File: src/rtl/spi_pkg.sv
// Shared SPI definitions: controller FSM states and the Mode-0 clock polarity/phase.
package spi_pkg;

  typedef enum logic [2:0] {
    ST_IDLE,
    ST_SETUP,
    ST_SCK_HI,
    ST_SCK_LO,
    ST_CS_GAP
  } spi_state_e;

  localparam logic SPI_CPOL = 1'b0;
  localparam logic SPI_CPHA = 1'b0;

endpackage

File: src/rtl/spi_sck_tick.sv
// Half-period timer: counts enabled cycles and pulses tick_o on the SCK_HALF-th one.
module spi_sck_tick #(
  parameter int unsigned SCK_HALF = 2
) (
  input  logic clk_i,
  input  logic reset_i,
  input  logic load_i,
  input  logic en_i,
  output logic tick_o
);

  localparam logic [7:0] TERMINAL = 8'(SCK_HALF - 1);

  logic [7:0] cnt_q;
  logic [7:0] cnt_d;

  assign tick_o = en_i && (cnt_q == TERMINAL);

  // NOTE: every variable gets a default before any branch so no latch is inferred.
  always_comb begin
    cnt_d = cnt_q;
    if (load_i) begin
      cnt_d = '0;
    end else if (en_i) begin
      cnt_d = tick_o ? 8'd0 : cnt_q + 8'd1;
    end
  end

  // NOTE: state registers use non-blocking assignments only.
  always_ff @(posedge clk_i or posedge reset_i) begin
    if (reset_i) begin
      cnt_q <= '0;
    end else begin
      cnt_q <= cnt_d;
    end
  end

endmodule

File: src/rtl/spi_controller.sv
// SPI Mode-0 master: one DATA_WIDTH-bit full-duplex transfer per start, MSB first,
// with optional chip-select hold so consecutive transfers share one CS window.
module spi_controller
  import spi_pkg::*;
#(
  parameter int unsigned DATA_WIDTH = 8,
  parameter int unsigned SCK_HALF   = 2
) (
  input  logic                  clk_i,
  input  logic                  reset_i,
  input  logic                  start_i,
  input  logic [DATA_WIDTH-1:0] data_i,
  input  logic                  hold_cs_i,
  output logic                  ready_o,
  output logic [DATA_WIDTH-1:0] data_o,
  output logic                  valid_o,
  output logic                  spi_cs_no,
  output logic                  spi_sck_o,
  output logic                  spi_sd_o,
  input  logic                  spi_sd_i
);

  localparam int unsigned CNT_W = (DATA_WIDTH > 1) ? $clog2(DATA_WIDTH) : 1;
  localparam logic [CNT_W-1:0] LAST_BIT = CNT_W'(DATA_WIDTH - 1);

  spi_state_e            state_q, state_d;
  logic [DATA_WIDTH-1:0] tx_q, tx_d;
  logic [DATA_WIDTH-1:0] rx_q, rx_d;
  logic [DATA_WIDTH-1:0] data_q, data_d;
  logic [CNT_W-1:0]      bit_q, bit_d;
  logic                  hold_q, hold_d;
  logic                  last_q, last_d;
  logic                  cs_n_q, cs_n_d;
  logic                  sck_q, sck_d;
  logic                  sdo_q, sdo_d;
  logic                  valid_q, valid_d;
  logic                  ready_q, ready_d;
  logic                  tick_load, tick_en, tick;

  spi_sck_tick #(.SCK_HALF(SCK_HALF)) u_tick (
    .clk_i   (clk_i),
    .reset_i (reset_i),
    .load_i  (tick_load),
    .en_i    (tick_en),
    .tick_o  (tick)
  );

  always_comb begin
    state_d   = state_q;
    tx_d      = tx_q;
    rx_d      = rx_q;
    data_d    = data_q;
    bit_d     = bit_q;
    hold_d    = hold_q;
    last_d    = last_q;
    cs_n_d    = cs_n_q;
    sck_d     = sck_q;
    sdo_d     = sdo_q;
    valid_d   = 1'b0;
    tick_load = 1'b0;
    tick_en   = 1'b0;

    unique case (state_q)
      ST_IDLE: begin
        // Also the CS-hold state: cs_n_q simply stays low until the next accept.
        if (start_i) begin
          state_d   = ST_SETUP;
          tx_d      = data_i;
          hold_d    = hold_cs_i;
          bit_d     = '0;
          last_d    = 1'b0;
          cs_n_d    = 1'b0;
          sck_d     = SPI_CPOL;
          sdo_d     = data_i[DATA_WIDTH-1];
          tick_load = 1'b1;
        end
      end

      ST_SETUP, ST_SCK_LO: begin
        if (state_q == ST_SCK_LO && last_q) begin
          state_d   = ST_CS_GAP;
          cs_n_d    = 1'b1;
          sdo_d     = 1'b0;
          last_d    = 1'b0;
          tick_load = 1'b1;
        end else begin
          tick_en = 1'b1;
          if (tick) begin
            state_d = ST_SCK_HI;
            sck_d   = ~SPI_CPOL;
            if (SPI_CPHA == 1'b0) begin
              rx_d = (rx_q << 1) | DATA_WIDTH'(spi_sd_i);
            end
          end
        end
      end

      ST_SCK_HI: begin
        tick_en = 1'b1;
        if (tick) begin
          sck_d = SPI_CPOL;
          if (bit_q == LAST_BIT) begin
            valid_d = 1'b1;
            data_d  = rx_q;
            sdo_d   = 1'b0;
            if (hold_q) begin
              state_d = ST_IDLE;
            end else begin
              state_d = ST_SCK_LO;
              last_d  = 1'b1;
            end
          end else begin
            state_d = ST_SCK_LO;
            bit_d   = bit_q + 1'b1;
            tx_d    = tx_q << 1;
            sdo_d   = tx_d[DATA_WIDTH-1];
          end
        end
      end

      ST_CS_GAP: begin
        tick_en = 1'b1;
        if (tick) begin
          state_d = ST_IDLE;
        end
      end

      default: state_d = ST_IDLE;
    endcase

    ready_d = (state_d == ST_IDLE);
  end

  always_ff @(posedge clk_i or posedge reset_i) begin
    if (reset_i) begin
      state_q <= ST_IDLE;
      tx_q    <= '0;
      rx_q    <= '0;
      data_q  <= '0;
      bit_q   <= '0;
      hold_q  <= 1'b0;
      last_q  <= 1'b0;
      cs_n_q  <= 1'b1;
      sck_q   <= SPI_CPOL;
      sdo_q   <= 1'b0;
      valid_q <= 1'b0;
      ready_q <= 1'b1;
    end else begin
      state_q <= state_d;
      tx_q    <= tx_d;
      rx_q    <= rx_d;
      data_q  <= data_d;
      bit_q   <= bit_d;
      hold_q  <= hold_d;
      last_q  <= last_d;
      cs_n_q  <= cs_n_d;
      sck_q   <= sck_d;
      sdo_q   <= sdo_d;
      valid_q <= valid_d;
      ready_q <= ready_d;
    end
  end

  assign ready_o   = ready_q;
  assign data_o    = data_q;
  assign valid_o   = valid_q;
  assign spi_cs_no = cs_n_q;
  assign spi_sck_o = sck_q;
  assign spi_sd_o  = sdo_q;

endmodule

File: config.mk
export PLATFORM = sky130hd
export DESIGN_NAME = spi_controller
export DESIGN_NICKNAME = d
export VERILOG_FILES = /design/src/rtl/spi_pkg.sv /design/src/rtl/spi_sck_tick.sv /design/src/rtl/spi_controller.sv
export SDC_FILE = /design/constraint.sdc
export NUM_CORES = 1
export LEC_CHECK = 0
export ABC_AREA = 1
export CAP_MARGIN = 20
export CORE_UTILIZATION = 55
export CTS_CLUSTER_DIAMETER = 60
export DETAILED_ROUTE_END_ITERATION = 12
export PLACE_DENSITY = 0.79
export SETUP_SLACK_MARGIN = 0.15
export SLEW_MARGIN = 20
export SYNTH_ARGS = -nofsm -noshare
export SYNTH_HDL_FRONTEND = slang
export SYNTH_SLANG_ARGS = --single-unit
File: constraint.sdc
create_clock -name clk_i -period 2.05 [get_ports clk_i]
set_input_delay 0.41 -clock clk_i [delete_from_list [all_inputs] [get_ports clk_i]]
set_output_delay 0.41 -clock clk_i [all_outputs]
set_load 0.02 [all_outputs]
==> impl_results.md <==
* Worst-Skew Late Latency at 300 ps
* DIE WIDTH at 65.5 um
* CTS Buf Count at 5
* Vias in the first global route at 1720
* TritonCTS clock tree: done
* H-tree Lvls at 2
* Fillcell total at 300
* Ys async rst share at 1.00
* Reg clk slew, reported paths at 90 ps
* Gate Count Post-Synth at 272
* Antenna violations before repair at 0
* CTS root buffer: clkbuf_8
* Worst Setup Slack, final at 216 ps
* WL/cell at 12.3 um
* FF/Latch Area at 1100 sq um
* DIE AREA at 4280 sq um
* Final Util at 0.707
* Status: completed
* Critical setup path kind: register to primary output
* Crit path max-delay family: buffers and inverters
* Slew @ Worst Pin at 365 ps
* Synthesized area at 2210 sq um
* NumNets Final at 322
* Detailed Routing Iterations Pass 1 at 5
* Area Growth Syn to Fin at 20.5%
* Worst path max stage delay at 590 ps
* Met1 usage at 0.299
* Worst-path maximum fanout at 2
* IR drop worst, VDD at 0.000756 V
* Core area at 3770 sq um
* DRT Wirelength at 4340 um
* Post-route insts no fill at 354
* Routed via count at 1821
* Skew final at 10.6 ps
* Placed inst area at 2550 sq um
* Final Hold Viols at 0
* Via/cell ratio at 5.14
* Post-route ant nets at 0
* Setup TNS at 0 ps
* IO buf count at 25
* First-pass GRT wire length at 7490 um
* ANT cells at 0
* Setup Buffers After CTS at 0
* Gpl congestion at 0.882
* Post-synth net total at 289
* Worst path cell trace: clkdlybuf4s50_1
* Max-slew violation count at 0
* Post-synth EDFFs at 0
* DP Worst Slack at 319 ps
* Yosys warns at 0
* Busiest metal layer after global routing: met2
* Share of cells above drive strength 1 at 0.118
* #FFs+latches synth at 44
* Crit path buf inv count at 1
* Sequential-to-total area share from yosys stat at 0.498
* Starting DRT DRC Count at 113
* Site row count at 22
* Max Clock Freq at 545 MHz
* Max_slew headroom at 0.756
* Mean Syn Cell Area at 8.14 sq um
* Crit start category: register
* Worst Path Arrival at 1420 ps
* Pin count of the biggest net entering global routing at 45
* Primary FF master, synth: dfrtp_1
* Grt ovf at 0
* CP Capture Type: primary output
* Critical Path RT at 1640 ps
* Met3 usage in global routing at 0.0538
* Max cap viols at 0
* Commonest non-fill, non-tap cells in the layout: nand2_1 (97), dfrtp_1 (42), clkdlybuf4s50_1 (25)
* Final min period at 1830 ps
* Pleak at 1.36 nW
* PwrDens at 1330 nW/um^2
* Flop-to-flop setup slack at 350 ps
* Starting Density at 0.587
* Multi-input gate area in the final layout at 976 sq um
* Fin area at 2670 sq um
* Slowest cell on crit path: clkdlybuf4s50_1
* Period utilization at 0.895
* Min-delay worst type: primary input to async pin
* Unrepaired setup endpoints after global routing: false
* Clock Sinks at 44
* Synth cell types at 27
* Most common cell after layout, fill and taps aside: nand2_1
* Die Ht at 65.5 um
* Final setup fails at 0
* Hpwl dp at 3110 um
* CTS Buffer Depth at 2
* # IOs at 26
* Tot GR Track Use at 0.233
* Post-placement cell count at 346
* GR Util met2 at 0.374
* Post-route DRC at 0
worst paths after layout:
check                           start         to  depth (start not counted)
max reg2reg                state_q[2]    rx_q[3]                          7
max                         spi_cs_no  spi_cs_no                          1
min                           reset_i   spi_sd_o                          3
max in group asynchronous     reset_i  spi_cs_no                          3
min in group clk_i           spi_sd_o   spi_sd_o                          2
min reg2reg                  spi_sd_o   spi_sd_o                          2
where the power goes:
group	switching [mW]	internal (mW)
registers	0.155	1.14
logic	1.01	0.593
clock network	0.295	0.361
total	1.46	2.09
sequential cells by signal, summed over array words and instances (netlist names):
signal	cells
last_q	1
tx_q	7
bit_q	3
spi_sd_o	1
ready_o	1
hold_q	1
valid_o	1
data_o	8
rx_q	8
u_tick.cnt_q	8
spi_sck_o	1
state_q	3
spi_cs_no	1
synth_stat cells, drive strengths merged, types with 2 or more instances:
cell type  instances  area [sq um]
a21oi              4          20.0
buf                6          36.3
dfrtp             42          1050
dfstp              2          52.6
ha                 4          50.1
inv               27           101
nand2            104           432
nand3             20           100
nand3b             4          30.0
nand4              7          58.8
nor2              22           103
o21ai             24           120
final cells by class:
class	instances	share of cell area
well taps	48	0.0225
inverters	27	0.0380
flip-flops and latches	44	0.414
clock inverters	3	0.0159
multi-input cells	195	0.366
repair buffers	32	0.118
clock buffers	5	0.0258
per-stage QoR:
stage | hold slack [ps] | power [mW]
4_1_cts | 478 | 3.57
3_5_place_dp | 459 | 2.90
3_3_place_gp | 453 | 2.85
5_1_grt | 491 | 3.84
6_report | 470 | 3.55
2_1_floorplan | 442 | 2.46
cells by family (layout without fill, tap and decap cells):
family,Yosys count,in the layout,synth area share
AO/OA/AOI/OAI,30,30,0.0746
XOR/XNOR,2,2,0.00791
flip-flops,44,44,0.498
multiplexers,1,1,0.00508
adder cells (fa/ha/maj),4,4,0.0226
AND/OR/NAND/NOR,158,158,0.329
buffers and inverters,33,67,0.0621
per-layer routing:
layer	share of wire	up-vias
met2	0.47	53
met5	0	-
li1	-	927
met4	0.025	0
met3	0.044	12
met1	0.46	829
what timing repair did:
action / 4_1_cts / 5_1_grt
gates resized for setup: 0 / 1
endpoints found under the setup margin: 0 / 1
hold buffers: 0 / 0
(Power assumes the default switching activity.)
